## src/rtl/mrd_out_scaler.sv

```systemverilog
// Output scaler for the mixed-radix DFT: rounds/saturates the block-floating-point
// stream to OUT_W bits and flags per-frame saturation and framing errors on eop.
module mrd_out_scaler #(
    parameter int IN_W  = 30,
    parameter int OUT_W = 16,
    parameter int SHIFT = 14
) (
    input  logic             clk,
    input  logic             rst,
    input  logic             in_valid,
    output logic             in_ready,
    input  logic             in_sop,
    input  logic             in_eop,
    input  logic [IN_W-1:0]  in_real,
    input  logic [IN_W-1:0]  in_imag,
    input  logic [3:0]       in_exp,
    input  logic [11:0]      in_dftpts,
    output logic             out_valid,
    input  logic             out_ready,
    output logic             out_sop,
    output logic             out_eop,
    output logic [OUT_W-1:0] out_real,
    output logic [OUT_W-1:0] out_imag,
    output logic [3:0]       out_exp,
    output logic [11:0]      out_dftpts,
    output logic             out_sat,
    output logic             out_err
);
    localparam int YW = IN_W + 1;
    localparam logic signed [YW-1:0] HALF = YW'(1) << (SHIFT - 1);
    localparam logic signed [YW-1:0] SMAX = YW'((2 ** (OUT_W - 1)) - 1);
    localparam logic signed [YW-1:0] SMIN = ~SMAX;

    typedef enum logic {IDLE, IN_FRAME} state_t;

    function automatic logic signed [YW-1:0] round_shift(input logic signed [IN_W-1:0] x);
        logic signed [YW-1:0] t;
        t = YW'(x) + HALF;
        return t >>> SHIFT;
    endfunction

    // Returns {clipped, value}.
    function automatic logic [OUT_W:0] saturate(input logic signed [YW-1:0] y);
        if (y > SMAX)
            return {1'b1, SMAX[OUT_W-1:0]};
        else if (y < SMIN)
            return {1'b1, SMIN[OUT_W-1:0]};
        else
            return {1'b0, y[OUT_W-1:0]};
    endfunction

    state_t      state, state_nx;
    logic        en, xfer, fwd, err_beat, pend, pend_nx;
    logic [11:0] cnt, cnt_nx, cnt_beat, dft_lat, dft_nx, frame_dft;

    logic                 vld_p1, sop_p1, eop_p1, err_p1;
    logic signed [YW-1:0] yre_p1, yim_p1;
    logic [3:0]           exp_p1;
    logic [11:0]          dft_p1;

    logic                 vld_p2, sop_p2, eop_p2, sat_p2, err_p2, sat_run;
    logic [OUT_W-1:0]     re_p2, im_p2;
    logic [3:0]           exp_p2;
    logic [11:0]          dft_p2;

    logic [OUT_W:0]       sre, sim;
    logic                 frame_sat;

    assign en       = !vld_p2 || out_ready;
    assign in_ready = en && !rst;
    assign xfer     = in_valid && in_ready;

    always_ff @(posedge clk or posedge rst) begin
        if (rst) begin
            state   <= IDLE;
            cnt     <= '0;
            dft_lat <= '0;
            pend    <= 1'b0;
        end else begin
            state   <= state_nx;
            cnt     <= cnt_nx;
            dft_lat <= dft_nx;
            pend    <= pend_nx;
        end
    end

    always_comb begin
        state_nx  = state;
        cnt_nx    = cnt;
        dft_nx    = dft_lat;
        pend_nx   = pend;
        fwd       = 1'b0;
        err_beat  = 1'b0;
        frame_dft = in_sop ? in_dftpts : dft_lat;
        cnt_beat  = in_sop ? 12'd1 : ((cnt == 12'hFFF) ? cnt : cnt + 12'd1);
        if (xfer) begin
            if (state == IDLE && !in_sop) begin
                pend_nx = 1'b1;
            end else begin
                fwd      = 1'b1;
                // A sop arriving inside a frame aborts the frame in progress.
                err_beat = (state == IN_FRAME) && in_sop;
                cnt_nx   = cnt_beat;
                dft_nx   = frame_dft;
                if (in_eop) begin
                    err_beat = err_beat || pend || (cnt_beat != frame_dft);
                    pend_nx  = 1'b0;
                    state_nx = IDLE;
                end else begin
                    state_nx = IN_FRAME;
                end
            end
        end
    end

    // Stage 1: round and shift, attach framing status
    always_ff @(posedge clk or posedge rst) begin
        if (rst) begin
            vld_p1 <= 1'b0;
            sop_p1 <= 1'b0;
            eop_p1 <= 1'b0;
            err_p1 <= 1'b0;
            yre_p1 <= '0;
            yim_p1 <= '0;
            exp_p1 <= '0;
            dft_p1 <= '0;
        end else if (en) begin
            vld_p1 <= fwd;
            if (fwd) begin
                sop_p1 <= in_sop;
                eop_p1 <= in_eop;
                err_p1 <= err_beat;
                yre_p1 <= round_shift($signed(in_real));
                yim_p1 <= round_shift($signed(in_imag));
                exp_p1 <= in_exp;
                dft_p1 <= in_dftpts;
            end
        end
    end

    assign sre       = saturate(yre_p1);
    assign sim       = saturate(yim_p1);
    assign frame_sat = (sop_p1 ? 1'b0 : sat_run) | sre[OUT_W] | sim[OUT_W];

    // Stage 2: saturate, accumulate frame saturation, hold output
    always_ff @(posedge clk or posedge rst) begin
        if (rst) begin
            vld_p2  <= 1'b0;
            sop_p2  <= 1'b0;
            eop_p2  <= 1'b0;
            sat_p2  <= 1'b0;
            err_p2  <= 1'b0;
            sat_run <= 1'b0;
            re_p2   <= '0;
            im_p2   <= '0;
            exp_p2  <= '0;
            dft_p2  <= '0;
        end else if (en) begin
            vld_p2 <= vld_p1;
            if (vld_p1) begin
                sop_p2  <= sop_p1;
                eop_p2  <= eop_p1;
                err_p2  <= err_p1;
                sat_p2  <= eop_p1 && frame_sat;
                sat_run <= frame_sat;
                re_p2   <= sre[OUT_W-1:0];
                im_p2   <= sim[OUT_W-1:0];
                if (sop_p1) begin
                    exp_p2 <= exp_p1;
                    dft_p2 <= dft_p1;
                end
            end
        end
    end

    assign out_valid  = vld_p2;
    assign out_sop    = sop_p2;
    assign out_eop    = eop_p2;
    assign out_sat    = sat_p2;
    assign out_err    = err_p2;
    assign out_real   = re_p2;
    assign out_imag   = im_p2;
    assign out_exp    = exp_p2;
    assign out_dftpts = dft_p2;
endmodule

```

## config.mk

```make
export PLATFORM = sky130hd
export DESIGN_NAME = mrd_out_scaler
export DESIGN_NICKNAME = d
export VERILOG_FILES = /design/src/rtl/mrd_out_scaler.sv
export SDC_FILE = /design/constraint.sdc
export NUM_CORES = 1
export LEC_CHECK = 0
export CAP_MARGIN = 0
export CORE_MARGIN = 8
export CORE_UTILIZATION = 51
export DETAILED_ROUTE_END_ITERATION = 7
export HOLD_SLACK_MARGIN = 0.02
export PLACE_DENSITY = 0.8
export SETUP_SLACK_MARGIN = 0.1
export SLEW_MARGIN = 20
export SYNTH_ARGS = -nofsm -noshare
export SYNTH_HDL_FRONTEND = slang
export SYNTH_SLANG_ARGS = --single-unit
```

## constraint.sdc

```tcl
create_clock -name clk -period 6.2 [get_ports clk]
set_input_delay 1.24 -clock clk [delete_from_list [all_inputs] [get_ports clk]]
set_output_delay 1.24 -clock clk [all_outputs]
set_load 0.05 [all_outputs]
```

==> key figures <==
Finish
  – Final core occ: 0.662
  – Fin nets: 880
  – Most common cell after layout, fill and taps aside: nand2_1
  – Layout cell share with drive strength beyond 1: 0.0953
  – Layout area overhead: 28.4%
  – Post-Layout Inst Area: 8250 µm²
  – Antenna diode count: 0
  – Most frequent cells in the layout: 199 x nand2_1, 134 x dfrtp_1, 109 x clkdlybuf4s50_1, 107 x o21ai_0, 30 x nor2_1

Timing
  – Count of final hold-check violations: 0
  – Slew @ Worst Pin: 1040 ps
  – Skew final: 7.90 ps
  – RSZ-0062 raised after global routing: false
  – Fin. max-slew vios: 0
  – Final setup fails: 0
  – Relative slew slack: 0.305
  – Total negative setup slack: 0 ps
  – Max frequency: 255 MHz
  – Crit path time final: 3930 ps
  – Final period utilization: 0.633

Synth
  – Number of synthesized flops with an enable pin: 0
  – Compound-Gate Fraction of Synth Area: 0.127
  – Simple-gate share of the synthesized area: 0.202
  – Flops & latches, synth: 134
  – Post-synthesis mux area share: 0.0520
  – Synth Area in Adders: 0.00584
  – Share of Yosys cell area claimed by the top area cell type: 0.522
  – Synthesized instance count: 702
  – Mapped cell area: 6420 µm²
  – Post-Syn Nets: 787
  – Xor/xnor share of the synthesized area: 0.0627
  – Asr flop ratio synth: 1.00
  – Yosys top cell by area: dfrtp_1
  – Synth cell types: 52
  – Ys flop type: dfrtp_1
  – Largest family of logic cells by synthesized area: simple AND/OR/NAND/NOR gates
  – Top post-synthesis cells by area: dfrtp_1 52%, nand2_1 12%, o21ai_0 8.4%
  – Sequential area share after synthesis: 0.522
  – Ys Warns: 0
  – Mean Syn Cell Area: 9.15 µm²

Clock tree
  – CTS root buffer: clkbuf_16
  – # hold bufs at CTS: 0
  – Worst-path clk slew: 60 ps
  – Clock sinks: 134
  – PostCTS Resize Cnt: 0
  – TritonCTS clock tree: built
  – Total setup buffers inserted after CTS: 0
  – CTS H-tree lvls: 4
  – Clock buffer depth: 2
  – Num CTS Buffers: 17
  – Skew-Pair Late Insertion Delay: 420 ps

Critical path
  – Reg-to-reg setup timing slack: 3360 ps
  – Worst Path Arrival: 2690 ps
  – R2R cell count: 8
  – Startpoint types: input port
  – Worst EP required: 4960 ps
  – Crit Path Class: in2out
  – CP max FO: 2
  – CP Capture Type: output port
  – Reg-to-Reg End: err_p1
  – Critical R2R Launch: cnt[0]

Worst hold path
  – Min-Delay Endpoint: exp_p1[1]
  – Hold path cells: 2
  – Hold Startpoint: exp_p1[1]
  – Hold Path Class: reg2reg

Detailed routing
  – Post-DR vias/cell: 5.39
  – WL/cell: 15.9 µm
  – Final ANT Viol Nets: 0
  – Drt initial violations: 387
  – DRC viols: 0
  – Drt pass-1 iters: 6
  – Total wire length: 15600 µm
  – Vias: 5281

Place
  – GP Congestion: 0.855
  – Dpl hpwl: 10800 µm
  – Post-Place Cell Area: 7630 µm²
  – IO buf count: 109

Power
  – Pwr dens: 474 nW/µm²
  – Share of power burned in registers: 0.351
  – Combinational power share: 0.380
  – Sw Share: 0.395
  – Leakage: 0.00359 µW
  – Pint: 2370 µW
  – Worst vdd ir: 0.000312 V
  – P_sw: 1550 µW
  – Clock Power Share: 0.269

Floorplanning
  – Die W: 128 µm
  – Initial core utilization: 0.515
  – Rows: 41
  – Die Y: 128 µm
  – Io pins: 136
  – Die area: 16400 µm²
  – Core area: 12500 µm²

Status
  – Status: finished clean

Global route
  – GRT overflow: 0
  – Via count of the first global-routing pass: 5337
  – Overall routing resource usage: 0.199
  – Initial antenna violation count: 0
  – Largest net degree at the start of global routing: 95
  – First-pass GRT wire length: 25900 µm

Run
  – Max_cap viols: 0
## per-layer routing
layer,global-route usage,part of all wire,vias to the layer above
met5,0,0,-
met2,0.337,0.50,144
met1,0.233,0.42,2554
li1,-,-,2554
met3,0.0616,0.067,29
met4,0.0678,0.018,0
## registers in the layout, indices dropped and copies added, names as in the netlist, 4 cells and up
| register | count |
|---|---|
| yim_p1 | 17 |
| yre_p1 | 17 |
| out_imag | 16 |
| out_real | 16 |
| cnt | 12 |
| dft_lat | 12 |
| dft_p1 | 12 |
| out_dftpts | 12 |
| exp_p1 | 4 |
| out_exp | 4 |
## synth_stat cells (all sizes together), types with 2 or more instances
library cell and n:
o21ai 108, and4 3, a31oi 7, nand3 17, buf 10, nor4 2
or2 2, dfrtp 134, nand2 200, nor2b 3, xor2 22, nor2 30
inv 9, nand4 8, and2 2, and3 9, ha 3, mux2 27
nand2b 5, xnor2 24, clkbuf 28, or3 2, nor3 6, mux2i 3
o22a 2, a21oi 19, a211oi 3
## cell type report
class / count / area, µm²
Clock inverter: 11 / 174
Inverter: 9 / 38.8
Fill cell: 978 / 4210
Timing Repair Buffer: 112 / 1110
Sequential cell: 134 / 3350
Tap cell: 172 / 215
Clock buffer: 21 / 450
Multi-Input combinational cell: 521 / 2910
## stage by stage
step	setup WS (ps)	hold slack, ps	std cells	power (µW)
after floorplan	480	440	702	2340
after global placement	2110	453	948	2820
after detailed placement	2040	463	948	2870
after CTS	2280	477	980	3940
after global routing	2200	497	980	4100
final	2270	474	980	3910
## critical path: stages
cell	delay (ps)
clkdlybuf4s50_1	480
nor2b_1	80
nor2_1	80
clkdlybuf4s50_1	810
## worst max path at each step
stage / slack (ps) / cells after the start / to / from
4_1_cts: 2280 / 4 / in_ready / out_ready
5_1_grt: 2200 / 4 / in_ready / out_ready
3_5_place_dp: 2040 / 7 / yim_p1[16] / rst
3_3_place_gp: 2110 / 7 / yim_p1[16] / rst
2_1_floorplan: 480 / 7 / err_p1 / rst
6_report: 2270 / 4 / in_ready / out_ready
## cells by family (layout without fill, tap and decap cells)
family,after synthesis,in the layout
DFF,134,134
and+or+nand+nor,292,292
xor gates and xnor gates,46,46
adders and majority gates,3,3
AOI/OAI and AO/OA,150,150
muxes,30,30
buffers and inverters,47,153
## power groups by stage
stage          clock network [µW]  logic, µW  registers, µW
2_1_floorplan                   0        435           1900
3_3_place_gp                    0       1460           1360
3_5_place_dp                    0       1490           1380
4_1_cts                      1070       1500           1370
5_1_grt                      1110       1580           1410
6_report                     1050       1490           1370
Power figures use the tool's default switching activity.
